**src/rtl/bus_arbiter_if.sv**
```systemverilog
// ---------------------------------------------------------------------------
// bus_arbiter_if
//   One BUS-style request/grant port: request with write strobe, address and
//   write data going one way, grant and read data coming back.
//   master : the side that issues requests (drives req/wr/addr/dout)
//   slave  : the side that answers requests (drives grant/din)
// ---------------------------------------------------------------------------
interface bus_arbiter_if;
  logic        req;
  logic        wr;
  logic [15:0] addr;
  logic [63:0] dout;
  logic        grant;
  logic [63:0] din;

  modport master (
    output req, wr, addr, dout,
    input  grant, din
  );

  modport slave (
    input  req, wr, addr, dout,
    output grant, din
  );
endinterface

```
**src/rtl/bus_arbiter.sv**
```systemverilog
// ---------------------------------------------------------------------------
// bus_arbiter
//   Two-master arbiter in front of the system BUS master port. M0 (core) and
//   M1 (DMA/loader) each get a private BUS-style port; exactly one of them
//   owns the real bus at a time. Contention is resolved round-robin, and an
//   optional hold limit preempts an owner that keeps the bus while the other
//   master is waiting. Every change of owner passes through a one-cycle
//   release state so the BUS sees req low before the next owner appears.
//
// Parameters
//   MAX_HOLD  cycles an owner may keep the bus while the other requests
//             (0 = unlimited)
//   CNT_W     hold counter width, 2**CNT_W > MAX_HOLD
//
// Ports
//   clk    in   system clock, all state on rising edge
//   reset  in   asynchronous active-high reset
//   m0     slave modport, master M0 private port
//   m1     slave modport, master M1 private port
//   bus    master modport, towards the system BUS
// ---------------------------------------------------------------------------
module bus_arbiter #(
  parameter int MAX_HOLD = 16,
  parameter int CNT_W    = 5
) (
  input  logic          clk,
  input  logic          reset,
  bus_arbiter_if.slave  m0,
  bus_arbiter_if.slave  m1,
  bus_arbiter_if.master bus
);

  localparam logic [1:0] S_IDLE = 2'd0;
  localparam logic [1:0] S_OWN0 = 2'd1;
  localparam logic [1:0] S_OWN1 = 2'd2;
  localparam logic [1:0] S_REL  = 2'd3;

  // Counter value at which a contended owner is released.
  localparam logic [CNT_W-1:0] HOLD_LAST = CNT_W'((MAX_HOLD == 0) ? 0 : MAX_HOLD - 1);
  localparam bit               HOLD_EN   = (MAX_HOLD != 0);

  logic [1:0]       state;
  logic [1:0]       state_nxt;
  logic             last;
  logic             last_nxt;
  logic [CNT_W-1:0] hold_cnt;
  logic [CNT_W-1:0] hold_cnt_nxt;
  logic             own_req;
  logic             other_req;

  always_comb begin
    state_nxt    = state;
    last_nxt     = last;
    hold_cnt_nxt = hold_cnt;
    own_req      = (state == S_OWN1) ? m1.req : m0.req;
    other_req    = (state == S_OWN1) ? m0.req : m1.req;

    case (state)
      S_IDLE: begin
        // M0 wins when alone, or on contention when M1 was served last.
        if (m0.req && (!m1.req || last)) begin
          state_nxt    = S_OWN0;
          last_nxt     = 1'b0;
          hold_cnt_nxt = '0;
        end else if (m1.req) begin
          state_nxt    = S_OWN1;
          last_nxt     = 1'b1;
          hold_cnt_nxt = '0;
        end
      end

      S_OWN0, S_OWN1: begin
        // Request drop takes priority, so a drop coinciding with hold
        // expiry still produces a single release.
        if (!own_req) begin
          state_nxt = S_REL;
        end else if (other_req) begin
          if (HOLD_EN && (hold_cnt == HOLD_LAST)) begin
            state_nxt = S_REL;
          end else if (HOLD_EN) begin
            hold_cnt_nxt = hold_cnt + 1'b1;
          end
        end else begin
          hold_cnt_nxt = '0;
        end
      end

      S_REL: begin
        state_nxt = S_IDLE;
      end

      default: begin
        state_nxt = S_IDLE;
      end
    endcase
  end

  always_ff @(posedge clk or posedge reset) begin
    if (reset) begin
      state    <= S_IDLE;
      last     <= 1'b1;
      hold_cnt <= '0;
    end else begin
      state    <= state_nxt;
      last     <= last_nxt;
      hold_cnt <= hold_cnt_nxt;
    end
  end

  // Output mux is purely combinational from state, so an asynchronous
  // reset drops bus_req and both grants immediately.
  always_comb begin
    bus.req  = 1'b0;
    bus.wr   = 1'b0;
    bus.addr = '0;
    bus.dout = '0;
    m0.grant = 1'b0;
    m0.din   = '0;
    m1.grant = 1'b0;
    m1.din   = '0;

    case (state)
      S_OWN0: begin
        bus.req  = m0.req;
        bus.wr   = m0.wr;
        bus.addr = m0.addr;
        bus.dout = m0.dout;
        m0.grant = bus.grant;
        m0.din   = bus.din;
      end
      S_OWN1: begin
        bus.req  = m1.req;
        bus.wr   = m1.wr;
        bus.addr = m1.addr;
        bus.dout = m1.dout;
        m1.grant = bus.grant;
        m1.din   = bus.din;
      end
      default: begin
      end
    endcase
  end

endmodule
```
**src/flat_wrapper.sv**
```systemverilog
// flat-port wrapper written by rule: the top's interface ports become plain ports
module bus_arbiter_flat 
#(
  parameter int MAX_HOLD = 16,
  parameter int CNT_W    = 5
)
  (clk, reset, m0_req, m0_wr, m0_addr, m0_dout, m0_grant, m0_din, m1_req, m1_wr, m1_addr, m1_dout, m1_grant, m1_din, bus_req, bus_wr, bus_addr, bus_dout, bus_grant, bus_din);
  bus_arbiter_if m0_i ();
  bus_arbiter_if m1_i ();
  bus_arbiter_if bus_i ();
  input  logic clk;
  input  logic reset;
  input wire logic [$bits(m0_i.req)-1:0] m0_req;
  input wire logic [$bits(m0_i.wr)-1:0] m0_wr;
  input wire logic [$bits(m0_i.addr)-1:0] m0_addr;
  input wire logic [$bits(m0_i.dout)-1:0] m0_dout;
  output wire logic [$bits(m0_i.grant)-1:0] m0_grant;
  output wire logic [$bits(m0_i.din)-1:0] m0_din;
  input wire logic [$bits(m1_i.req)-1:0] m1_req;
  input wire logic [$bits(m1_i.wr)-1:0] m1_wr;
  input wire logic [$bits(m1_i.addr)-1:0] m1_addr;
  input wire logic [$bits(m1_i.dout)-1:0] m1_dout;
  output wire logic [$bits(m1_i.grant)-1:0] m1_grant;
  output wire logic [$bits(m1_i.din)-1:0] m1_din;
  output wire logic [$bits(bus_i.req)-1:0] bus_req;
  output wire logic [$bits(bus_i.wr)-1:0] bus_wr;
  output wire logic [$bits(bus_i.addr)-1:0] bus_addr;
  output wire logic [$bits(bus_i.dout)-1:0] bus_dout;
  input wire logic [$bits(bus_i.grant)-1:0] bus_grant;
  input wire logic [$bits(bus_i.din)-1:0] bus_din;
  assign m0_i.req = m0_req;
  assign m0_i.wr = m0_wr;
  assign m0_i.addr = m0_addr;
  assign m0_i.dout = m0_dout;
  assign m0_grant = m0_i.grant;
  assign m0_din = m0_i.din;
  assign m1_i.req = m1_req;
  assign m1_i.wr = m1_wr;
  assign m1_i.addr = m1_addr;
  assign m1_i.dout = m1_dout;
  assign m1_grant = m1_i.grant;
  assign m1_din = m1_i.din;
  assign bus_req = bus_i.req;
  assign bus_wr = bus_i.wr;
  assign bus_addr = bus_i.addr;
  assign bus_dout = bus_i.dout;
  assign bus_i.grant = bus_grant;
  assign bus_i.din = bus_din;
  bus_arbiter #(.MAX_HOLD(MAX_HOLD), .CNT_W(CNT_W)) u_core (.clk(clk), .reset(reset), .m0(m0_i), .m1(m1_i), .bus(bus_i));
endmodule
```
**config.mk**
```make
export PLATFORM = sky130hd
export DESIGN_NAME = bus_arbiter_flat
export DESIGN_NICKNAME = d
export VERILOG_FILES = /design/src/rtl/bus_arbiter_if.sv /design/src/rtl/bus_arbiter.sv /design/src/flat_wrapper.sv
export SDC_FILE = /design/constraint.sdc
export NUM_CORES = 1
export LEC_CHECK = 0
export ABC_AREA = 1
export ABC_CLOCK_PERIOD_IN_PS = 1800
export CORE_AREA = 2 2 172 174
export CTS_BUF_LIST = sky130_fd_sc_hd__clkbuf_8
export DETAILED_ROUTE_END_ITERATION = 10
export DIE_AREA = 0 0 174 176
export PLACE_DENSITY = 0.42
export SKIP_LAST_GASP = 1
export SYNTH_ARGS = -nofsm -noshare
export SYNTH_HDL_FRONTEND = slang
export SYNTH_SLANG_ARGS = --single-unit
export TNS_END_PERCENT = 20
```
**constraint.sdc**
```tcl
create_clock -name clk -period 1.8 [get_ports clk]
set_clock_uncertainty 0.05 [all_clocks]
set_input_delay 0.45 -clock clk [delete_from_list [all_inputs] [get_ports clk]]
set_output_delay 0.45 -clock clk [all_outputs]
set_load 0.005 [all_outputs]
```
Yosys cells after proc, flatten, opt, wreduce, memory -nomap -nowiden --
Index checks and enable logic that the tools add are counted.
Storage, ports and cells: bits in registers 8, output and inout port bits 212
Operators by class: add/subtract/negate cells 1, eq/ne operators 9, muxes and demuxes 24, reduce and logical (&&, ||, !) cells 10
Operators with widths (count):
- $mux 64 | 2
- $pmux 64 s2 | 1
- $pmux 16 s2 | 1
- $mux 5 | 5
- $mux 2 | 5
- $pmux 5 s2 | 1
- $ne 3x3->1 const B | 3
- $mux 1 | 6
- $pmux 2 s3 | 1
- $add 5x1->5 const B | 1
- $eq 5x4->1 const B | 1
- $eq 2x2->1 const B | 2
- $pmux 1 s2 | 2
- $reduce_and 4->1 | 1
- $reduce_bool 2->1 | 2
- $ne 3x2->1 const B | 1
- $reduce_and 3->1 | 1
- $eq 2x1->1 const B | 1
- $logic_not 2->1 | 1
- $ne 2x1->1 const B | 1
- $reduce_and 2->1 | 1
- $reduce_or 2->1 | 1
- $logic_and 1x1->1 | 1
- $logic_not 1->1 | 1
- $logic_or 1x1->1 | 1

Longest topological paths before layout --
Gate-level depths: netlist of the first run.
word-level depth 5, gate-level depth with buffers 11

Worst setup path after synthesis of the first run --
OpenSTA, ideal clock, no wires.
kind reg2out, start point register u_core.state[0], end point output bus_addr[0], arrival 1.275 ns, data required time 1.300 ns, slack 0.025 ns, cell stages (with the launch flop) 7, path buffers 2, path through dfrtp_1 -> inv_1 -> ha_1 -> inv_2 -> buf_6 -> buf_6 -> a21oi_1
Between the ends: cells in the longest elaborated chain, start to end 2, elaborated cells on any way between the ends 3, those cells by class 2 x eq/ne; 1 x mux
RTL lines:
- start: declaration | RTL line bus_arbiter.sv:42 | logic [1:0] state;
- start signal: assignment | RTL line bus_arbiter.sv:104 | state <= state_nxt;
- $eq 2x2->1 / $eq 2x1->1 (equally long branches) | RTL line bus_arbiter.sv:122 | case (state)
- $pmux 16 s2 * | RTL line bus_arbiter.sv:122
- end: declaration | RTL line flat_wrapper.sv:27 | output wire logic [$bits(bus_i.addr)-1:0] bus_addr;
Every way passes the cells marked *; elsewhere a longest branch is shown, timed or not.

Final worst setup path of the first run --
start point register u_core.state[0], end point output m0_din[42]
Between the ends: cells in the longest elaborated chain, start to end 2
RTL lines:
- $eq 2x1->1 | RTL line bus_arbiter.sv:122
- $mux 64 | RTL line bus_arbiter.sv:122
- end: declaration | RTL line flat_wrapper.sv:18 | output wire logic [$bits(m0_i.din)-1:0] m0_din;
No other way between the ends.

==> results.cfg, run 1 <==
[critical_path]
worst-endpoint-arrival_ns = 1.76
cp.depth = 9
cp-end-kind = output port
crit-reg2reg-launch = u_core.state[1]$_DFFE_PP0P_
critical_path.n_buffers_inverters = 7
critical_path_required_time_ns = 1.30
crit_path_start_kind = flip-flop
critical-path-max-stage-delay_ns = 0.39
worstSetupPathType = reg2out
worst-r2r-cell-count = 11
critical-path-top-delay-family = buffers and inverters
path_cells = buf_6 -> ha_4 -> buf_12 -> clkbuf_16 -> clkbuf_16 -> buf_4 -> nand2_1 -> inv_1 -> dlymetal6s2s_1
cp-startpoint = u_core.state[0]$_DFFE_PP0P_
cpMostUsedCell = sky130_fd_sc_hd__clkbuf_16
critical_path.slowest_cell = sky130_fd_sc_hd__dfrtp_1
crit_path_max_fanout = 7

[timing]
setup_viol_count_final = 219
slew_violations = 0
setup_slack_ns = -0.4562
worst_slew_pin_slew_ns = 0.3417
rsz0062_at_grt = true
max_slew_margin = 0.7719
finalCriticalPeriod_ns = 2.256
achievable-frequency_mhz = 443.2
timing.final.hold_violations = 0
period_share = 1.253

[power_and_ir_drop]
power_per_cell_area_nw_per_um2 = 1351
power.sequential.fraction = 0.022
netSwitchingFraction = 0.4451
ir_drop_mv = 0.5591
static-leakage-power_nw = 6.961
internal-power_w = 0.007241
total_power_w = 0.01305
power_frac_comb = 0.961
total_switching_power_w = 0.005808
p_clk_frac = 0.018

[synthesis]
synth_top_cells_by_area = sky130_fd_sc_hd__nand2_1 40%, sky130_fd_sc_hd__inv_1 17%, sky130_fd_sc_hd__a21oi_2 11%, sky130_fd_sc_hd__a21oi_1 6.9%, sky130_fd_sc_hd__dfrtp_1 5.7%
synth_area_um2 = 3064
netlist.top_cell.by_area = sky130_fd_sc_hd__nand2_1
syn_nets = 875
synth-seq-cells = 8
yosys.area.top_type_share = 0.4006
postSynthCellCount = 638
synth_seq_area_share = 0.06574
synth_warnings = 0
distinct_cell_type_count_of_the_synthesized_netlist = 21
avgSynthCellArea_um2 = 4.803

[drt]
drt-total-wl_mm = 24.99
detailedRoute.firstIterationViolations = 182
post_drt_via_cell_ratio = 3.657
drtAntennaViolNets = 0
detailedRoute.firstPassIterationCount = 4
post_drt_wl_per_cell_um = 15.98
post-route-drc-count = 0
via_count = 5720

[final_layout]
drive_above_1_share = 0.2774
final_nets = 1417
flow.area_growth_from_synthesis_pct = 215.1
post-route-cell-area_um2 = 9656

[global_routing]
antenna_found_initial = 1
globalRouteTotalUtil = 0.1376
number_of_global_route_vias_before_repair = 5214
grt_max_degree = 31
grt_pass1_wl_mm = 32.60
grt_remaining_overflow = 0

[min_path]
hp-class = in2async

[placement]
placed_cell_area_um2 = 8189
io_buffers = 442
gp_congestion = 0.8801
place_hpwl_mm = 18.24

[die]
io_pins = 443
core_um2 = 28550
die_area_um2 = 30620
die_w_um = 174
floorplan.initialDensity = 0.1073
rows = 62
die_height_um = 176

[clock_network]
cts_sinks = 8
tritoncts.num_buffers = 3
clk_path_buf_depth = 2
tritoncts_clock_tree = yes
worst_setup_hold_path_clk_slew_ns = 0.05
ctsHtreeMaxLevel = 1
cts-root-buf = sky130_fd_sc_hd__clkbuf_8
clock_insertion_delay_worst_skew_ns = 0.23

[job]
max-cap-violations = 0

[run_status]
outcome = finished with violations
failed_checks = negative setup slack
synth_stat cells (all sizes together):
cell type  number
ha              6
clkbuf          1
a21oi          83
o21ai           7
dfrtp           7
buf            41
inv           145
nor2            7
dfstp           1
xor2            1
nand3           9
nand2         330
power by group through the flow:
| stage | Combinational (W) | Sequential (W) | Clock (W) |
|---|---|---|---|
| floorplan | 0.00432 | 0.000281 | 0 |
| global placement | 0.0100 | 0.000275 | 0 |
| detailed placement | 0.00996 | 0.000276 | 0 |
| CTS | 0.0111 | 0.000280 | 0.000239 |
| global route | 0.0135 | 0.000290 | 0.000248 |
| finish | 0.0125 | 0.000283 | 0.000232 |
cells by family (layout without fill, tap and decap cells):
| group | count (synthesis) | after routing | share of synthesized area |
|---|---|---|---|
| other | 0 | 1 | 0 |
| xor gates and xnor gates | 1 | 1 | 0.002859 |
| AOI/OAI and AO/OA | 90 | 90 | 0.1997 |
| DFF | 8 | 8 | 0.06574 |
| buffers and inverters | 187 | 728 | 0.2715 |
| and+or+nand+nor | 346 | 346 | 0.4357 |
| adders and majority gates | 6 | 6 | 0.02450 |
cell usage in the layout (no fill, tap or decap), drive strengths merged:
cell type / Yosys / layout
dlymetal6s2s: 0 / 133
inv: 145 / 146
nor2: 7 / 7
nand2: 330 / 330
a21oi: 83 / 83
buf: 41 / 172
clkdlybuf4s50: 0 / 232
xor2: 1 / 1
diode: 0 / 1
o21ai: 7 / 7
nand3: 9 / 9
ha: 6 / 6
dfstp: 1 / 1
clkbuf: 1 / 43
dfrtp: 7 / 7
clkdlybuf4s15: 0 / 2
flip-flops by register name, summed over array words and instances, names as in the netlist:
name	count
u_core.hold_cnt	5
u_core.last	1
u_core.state	2
layer usage:
metal  wire [µm]  vias to the layer above  GRT usage
li1            -                     2942          -
met1       10420                     2552     0.1608
met2       13020                      206     0.2656
met3        1175                       20    0.02283
met4         378                        0    0.02206
met5           0                        -          0
final timing paths:
path / end / slack (ns)
setup / recovery: m0_din[42] / -0.46
hold / removal: u_core.state[1]$_DFFE_PP0P_ / 0.43
hold reg to reg: u_core.hold_cnt[4]$_DFFE_PP0P_ / 0.44
setup reg to reg: u_core.hold_cnt[2]$_DFFE_PP0P_ / -0.05
min in group clk: u_core.hold_cnt[4]$_DFFE_PP0P_ / 0.44
max in group asynchronous: u_core.last$_DFFE_PP1P_ / 0.98
per-stage QoR:
stage / std cells / setup TNS [ns] / hold WS [ns] / utilization / worst slack, ns
floorplan: 638 / 0 / 0.2149 / - / 0.02464
global placement: 1466 / -74.84 / 0.4217 / 0.2869 / -0.5119
detailed placement: 1466 / -75.24 / 0.4237 / 0.2869 / -0.5225
CTS: 1494 / -125.88 / 0.4407 / 0.3015 / -0.7240
global route: 1564 / -82.06 / 0.4646 / 0.3382 / -0.5239
finish: 1564 / -67.69 / 0.4265 / 0.3382 / -0.4562
what timing repair did:
item / CTS / global route
setup endpoints to repair: 212 / 219
gates cloned: 6 / 12
pin swaps: 8 / 38
buffers inserted: 18 / 61
resized for setup: 116 / 385
hold endpoints to repair: 0 / 0
hold buffers: 0 / 0
final cells by class:
cell class,count,area [µm²]
diodes,1,2.502
repair buffers,579,6122
multi-input cells,443,2252
fillers,3184,18890
inverters,145,551.8
clock inverters,1,3.754
clock buffers,3,41.29
flip-flops and latches,8,201.4
well taps,384,480.5
Note: power is estimated with default switching activity, not from simulation.
==> run 2: changes to the inputs <==
--- a/config.mk
+++ b/config.mk
@@ -6,7 +6,7 @@
 export NUM_CORES = 1
 export LEC_CHECK = 0
 export ABC_AREA = 1
-export ABC_CLOCK_PERIOD_IN_PS = 1800
+export ABC_CLOCK_PERIOD_IN_PS = 1900
 export CORE_AREA = 2 2 172 174
 export CTS_BUF_LIST = sky130_fd_sc_hd__clkbuf_8
 export DETAILED_ROUTE_END_ITERATION = 10
==> constraint.sdc (replaced) <==
create_clock -name clk -period 1.9 [get_ports clk]
set_clock_uncertainty 0.05 [all_clocks]
set_input_delay 0.475 -clock clk [delete_from_list [all_inputs] [get_ports clk]]
set_output_delay 0.475 -clock clk [all_outputs]
set_load 0.005 [all_outputs]
==> run 2 against run 1 <==
Net effect:
- largest power group unchanged
- critical path depth up 1
- register-to-register slack better by 0.19 ns
- the run still ends with negative setup slack left
- die area unchanged
- critical path type unchanged
==> results.cfg, run 2 (synthesis results as in run 1) <==
[job]
max-cap-violations = 0

[final_layout]
biggestRegsByFlops = u_core.hold_cnt: 5 flops, u_core.state: 2 flops, u_core.last: 1 flops
flow.area_growth_from_synthesis_pct = 218.5
max_reg_flops = 5
mostFrequentLayoutCell = sky130_fd_sc_hd__nand2_1
regMostFlops = u_core.hold_cnt
drive_above_1_share = 0.2449
layout.cells.most_common_list = 299 x sky130_fd_sc_hd__nand2_1, 252 x sky130_fd_sc_hd__clkdlybuf4s50_1, 136 x sky130_fd_sc_hd__inv_1
finalCoreUtilization = 0.3419
final.fill_count = 3175
final_nets = 1406

[global_routing]
gr-usage-met2 = 0.2636
number_of_global_route_vias_before_repair = 5190
gr-usage-met3 = 0.01960
antenna_found_initial = 1
grt_use_met1 = 0.1598
globalRoute.busiestLayer = met2
grt_remaining_overflow = 0
globalRouteTotalUtil = 0.1361
grt_pass1_wl_mm = 32.39
grt_max_degree = 25

[critical_path]
worstSetupPathType = reg2out
worst-endpoint-arrival_ns = 1.85
critical_path_required_time_ns = 1.37
critical-path-top-delay-family = buffers and inverters
critical_path.n_buffers_inverters = 7
critical_path.slowest_cell = sky130_fd_sc_hd__dfrtp_1
crit_path_start_kind = flip-flop
cp-end-kind = output port
crit_path_max_fanout = 6
path_cells = buf_6 -> ha_4 -> buf_8 -> clkbuf_16 -> buf_6 -> clkbuf_16 -> buf_6 -> nand2_2 -> a21oi_2 -> buf_2
critical-path-max-stage-delay_ns = 0.40
cpMostUsedCell = sky130_fd_sc_hd__buf_6

[clock_network]
tritoncts.num_buffers = 3
cts_sinks = 8
worst_setup_hold_path_clk_slew_ns = 0.05
clock_insertion_delay_worst_skew_ns = 0.24
postCtsHoldBufs = 0
tritoncts_clock_tree = yes
clk_path_buf_depth = 2
ctsHtreeMaxLevel = 1
cts-root-buf = sky130_fd_sc_hd__clkbuf_8

[drt]
drtAntennaViolNets = 0
drt-total-wl_mm = 24.83
post-route-drc-count = 0
post_drt_wl_per_cell_um = 15.99
detailedRoute.firstPassIterationCount = 4
detailedRoute.firstIterationViolations = 155
via_count = 5635
post_drt_via_cell_ratio = 3.628

[min_path]
hp-class = in2async

[timing]
period_share = 1.252
finalCriticalPeriod_ns = 2.378
max_slew_margin = 0.7762
achievable-frequency_mhz = 420.4
worst_slew_pin_slew_ns = 0.3353
timing.final.hold_violations = 0
setup_viol_count_final = 212
setup_slack_ns = -0.4785
slew_violations = 0
rsz0062_at_grt = true

[power_and_ir_drop]
power_per_cell_area_nw_per_um2 = 1290
ir_drop_mv = 0.4647
static-leakage-power_nw = 6.837

[placement]
gp_congestion = 0.8366
dp_worst_setup_slack_ns = -0.4776
place_hpwl_mm = 17.88
io_buffers = 442

[die]
core_um2 = 28550
die_w_um = 174
die_height_um = 176
die_area_um2 = 30620
io_pins = 443
rows = 62
floorplan.initialDensity = 0.1073

[run_status]
outcome = finished with violations
failed_checks = negative setup slack
## run 2: path summary, 6_finish.rpt
kind	start	slack [ns]	cells after the start	end
worst max-delay path	u_core.state[0]$_DFFE_PP0P_	-0.48	10	bus_dout[24]
worst min-delay path	reset	0.44	2	u_core.hold_cnt[0]$_DFFE_PP0P_
worst max register to register	u_core.state[0]$_DFFE_PP0P_	0.14	9	u_core.hold_cnt[4]$_DFFE_PP0P_
worst min register to register	u_core.hold_cnt[3]$_DFFE_PP0P_	0.44	2	u_core.hold_cnt[3]$_DFFE_PP0P_
max in group asynchronous	reset	1.07	2	u_core.last$_DFFE_PP1P_
min in group clk	u_core.hold_cnt[3]$_DFFE_PP0P_	0.44	2	u_core.hold_cnt[3]$_DFFE_PP0P_
## run 2: power breakdown
| group | switching [W] | internal [W] |
|---|---|---|
| Combinational | 0.00541 | 0.00669 |
| Sequential | 0.0000352 | 0.000231 |
| Clock | 0.0000839 | 0.000141 |
| Total | 0.00553 | 0.00706 |
## run 2: metrics by stage
stage               std cells  hold WS [ns]  TNS (ns)  power (W)  instance area (µm²)
floorplan                 638        0.2399         0   0.004362                 3064
global placement         1463        0.4221    -60.15   0.009711                 8179
detailed placement       1463        0.4378    -63.13   0.009682                 8179
CTS                      1485        0.4518   -111.12    0.01096                 8521
global route             1553        0.4828    -86.05    0.01360                 9759
finish                   1553        0.4368    -71.00    0.01259                 9759
## run 2: layer usage
metal	up-vias	routed length (µm)	part of all wire
li1	2906	-	-
met1	2529	10500	0.42
met2	190	13140	0.53
met3	10	1065	0.043
met4	0	124	0.0050
met5	-	0	0
## run 2: final cells by class
cell class | instances | area (µm²) | share of cell area
repair buffers | 568 | 6220 | 0.6373
multi-input cells | 443 | 2256 | 0.2312
inverters | 145 | 554.3 | 0.05679
well taps | 384 | 480.5 | 0.04923
flip-flops and latches | 8 | 201.4 | 0.02064
clock buffers | 3 | 41.29 | 0.004231
clock inverters | 1 | 3.754 | 0.0003846
diodes | 1 | 2.502 | 0.0002564
## run 2: timing repair
item                                    4_1_cts  5_1_grt
endpoints found under the setup margin      212      214
resized for setup                            82      324
pin swaps                                     3       30
cloned                                        6       15
setup buffers                                12       56
==> run 3: changes to the inputs <==
--- a/config.mk
+++ b/config.mk
@@ -6,13 +6,14 @@
 export NUM_CORES = 1
 export LEC_CHECK = 0
 export ABC_AREA = 1
-export ABC_CLOCK_PERIOD_IN_PS = 1900
-export CORE_AREA = 2 2 172 174
+export ABC_CLOCK_PERIOD_IN_PS = 2600
+export CORE_AREA = 2 2 171 173
 export CTS_BUF_LIST = sky130_fd_sc_hd__clkbuf_8
 export DETAILED_ROUTE_END_ITERATION = 10
-export DIE_AREA = 0 0 174 176
-export PLACE_DENSITY = 0.42
+export DIE_AREA = 0 0 173 175
+export PLACE_DENSITY = 0.41
 export SKIP_LAST_GASP = 1
+export SLEW_MARGIN = 40
 export SYNTH_ARGS = -nofsm -noshare
 export SYNTH_HDL_FRONTEND = slang
 export SYNTH_SLANG_ARGS = --single-unit
==> constraint.sdc (replaced) <==
create_clock -name clk -period 2.6 [get_ports clk]
set_clock_uncertainty 0.05 [all_clocks]
set_input_delay 0.65 -clock clk [delete_from_list [all_inputs] [get_ports clk]]
set_output_delay 0.65 -clock clk [all_outputs]
set_load 0.005 [all_outputs]
==> run 3 against run 2 <==
Net effect:
- the flow still finishes with violations (negative setup slack)
- sequential power is 28% lower
- critical endpoint is now bus_dout[37]
- setup slack better by 0.35 ns
- die area is 1.1% lower
- count of clock-buffer cells in the layout stayed put
- via count is 6.5% lower
- hold slack better by 0.0016 ns
- cell count is 4.3% lower
- design area is 12% lower
- wire length is 11% lower
- first-iteration DRC count is 32% higher
- global-route usage is 0.90 points lower
- combinational power is 39% lower
==> results.cfg, run 3 (synthesis results as in run 1) <==
[run_status]
outcome = finished with violations
failed_checks = negative setup slack

[critical_path]
cpMostUsedCell = sky130_fd_sc_hd__buf_4
crit_path_start_kind = flip-flop
critical-path-max-stage-delay_ns = 0.54
critical_path.slowest_cell = sky130_fd_sc_hd__clkdlybuf4s50_1
worstSetupPathType = reg2out
worst-endpoint-arrival_ns = 2.03
path_cells = buf_4 -> ha_4 -> buf_12 -> buf_4 -> nand2_1 -> a21oi_2 -> clkdlybuf4s50_1
critical_path_required_time_ns = 1.90
cp-end-kind = output port
crit_path_max_fanout = 10

[clock_network]
ctsHtreeMaxLevel = 1
postCtsHoldBufs = 0
tritoncts.num_buffers = 3
cts-root-buf = sky130_fd_sc_hd__clkbuf_8
clock_insertion_delay_worst_skew_ns = 0.23
clk_path_buf_depth = 2
worst_setup_hold_path_clk_slew_ns = 0.05
tritoncts_clock_tree = yes
cts_sinks = 8

[final_layout]
final-instance-count-excl-fill = 1486
final_nets = 1340
layout.cells.most_common_list = 417 x sky130_fd_sc_hd__clkdlybuf4s50_1, 327 x sky130_fd_sc_hd__nand2_1, 141 x sky130_fd_sc_hd__inv_1
drive_above_1_share = 0.1098
flow.area_growth_from_synthesis_pct = 179.1
final.fill_count = 3130
antenna-diode-count = 0
post-route-cell-area_um2 = 8551
regMostFlops = u_core.hold_cnt
max_reg_flops = 5
mostFrequentLayoutCell = sky130_fd_sc_hd__clkdlybuf4s50_1
biggestRegsByFlops = u_core.hold_cnt: 5 flops, u_core.state: 2 flops, u_core.last: 1 flops

[drt]
post-route-drc-count = 0
detailedRoute.firstPassIterationCount = 4
post_drt_via_cell_ratio = 3.545
detailedRoute.firstIterationViolations = 204
drtAntennaViolNets = 0
post_drt_wl_per_cell_um = 14.89
via_count = 5268
drt-total-wl_mm = 22.12

[die]
floorplan.initialDensity = 0.1079
io_pins = 443
rows = 62
die_height_um = 175
die_w_um = 173
core_um2 = 28390
die_area_um2 = 30280

[timing]
max_slew_margin = 0.7564
setup_slack_ns = -0.1271
setup_viol_count_final = 82
worst_slew_pin_slew_ns = 0.3650
period_share = 1.049
rsz0062_at_grt = true
achievable-frequency_mhz = 366.7
slew_violations = 0
finalCriticalPeriod_ns = 2.727
timing.final.hold_violations = 0
final.hold.worst_slack_ns = 0.4383

[job]
max-cap-violations = 0

[power_and_ir_drop]
power_per_cell_area_nw_per_um2 = 900.5
ir_drop_mv = 0.5864
static-leakage-power_nw = 4.386

[placement]
io_buffers = 442
dp_worst_setup_slack_ns = -0.07920
dp.cells = 1465
placed_cell_area_um2 = 8207
place_hpwl_mm = 17.28
gp_congestion = 0.8006

[global_routing]
grt_remaining_overflow = 0
globalRouteTotalUtil = 0.1271
grt_pass1_wl_mm = 30.57
number_of_global_route_vias_before_repair = 5035
grt_max_degree = 58
antenna_found_initial = 1

[min_path]
hp-class = reg2reg
-- run 3: cell type report --
cell class / instances / area, µm² / area share
Clock inverter: 1 / 3.754 / 0.0004390
Multi-Input combinational cell: 443 / 2076 / 0.2428
Sequential cell: 8 / 201.4 / 0.02356
Clock buffer: 3 / 41.29 / 0.004829
Timing Repair Buffer: 502 / 5201 / 0.6083
Inverter: 145 / 546.8 / 0.06394
Tap cell: 384 / 480.5 / 0.05619
-- run 3: worst max-delay path: cells and delay by family (launching register included) --
family,cells,cell delay (ns)
AOI/OAI and AO/OA,1,0.20
adders and majority gates,1,0.19
buffers and inverters,4,0.98
DFF,1,0.36
and+or+nand+nor,1,0.05
-- run 3: per-stage QoR --
step / utilization / power [W] / TNS (ns)
after CTS: 0.2909 / 0.007351 / -11.50
final: 0.3012 / 0.007700 / -4.256
after detailed placement: 0.2890 / 0.007150 / -0.2118
after global routing: 0.3012 / 0.008345 / -14.57
after global placement: 0.2890 / 0.007207 / -0.2480
after floorplan: - / 0.003187 / 0
-- run 3: metal layers --
layer | share of wire | GRT usage | up-vias
met4 | 0.0058 | 0.004944 | 2
met1 | 0.41 | 0.1472 | 2294
met5 | 0.00059 | 0 | -
li1 | - | - | 2769
met3 | 0.057 | 0.02437 | 10
met2 | 0.52 | 0.2512 | 193
-- run 3: final timing paths --
check	start	end	slack, ns	cells after the start
max	u_core.state[1]$_DFFE_PP0P_	bus_dout[37]	-0.13	7
min reg2reg	u_core.hold_cnt[4]$_DFFE_PP0P_	u_core.hold_cnt[4]$_DFFE_PP0P_	0.44	2
min in group asynchronous	reset	u_core.state[1]$_DFFE_PP0P_	0.65	2
max reg2reg	u_core.state[1]$_DFFE_PP0P_	u_core.hold_cnt[4]$_DFFE_PP0P_	0.77	10
max in group asynchronous	reset	u_core.last$_DFFE_PP1P_	1.54	2
min	u_core.hold_cnt[4]$_DFFE_PP0P_	u_core.hold_cnt[4]$_DFFE_PP0P_	0.44	2
-- run 3: timing repair --
item                                    in CTS  in global routing
endpoints found under the hold margin        0                  0
buffers inserted                             0                 11
gates resized for setup                     12                 21
cloned                                       0                  6
endpoints found under the setup margin     140                192
pin swaps                                    0                  2
-- run 3: report_power, final --
part	internal, W	switching, W
registers	0.000169	0.0000240
logic	0.00393	0.00342
clock network	0.000103	0.0000605
total	0.00420	0.00350
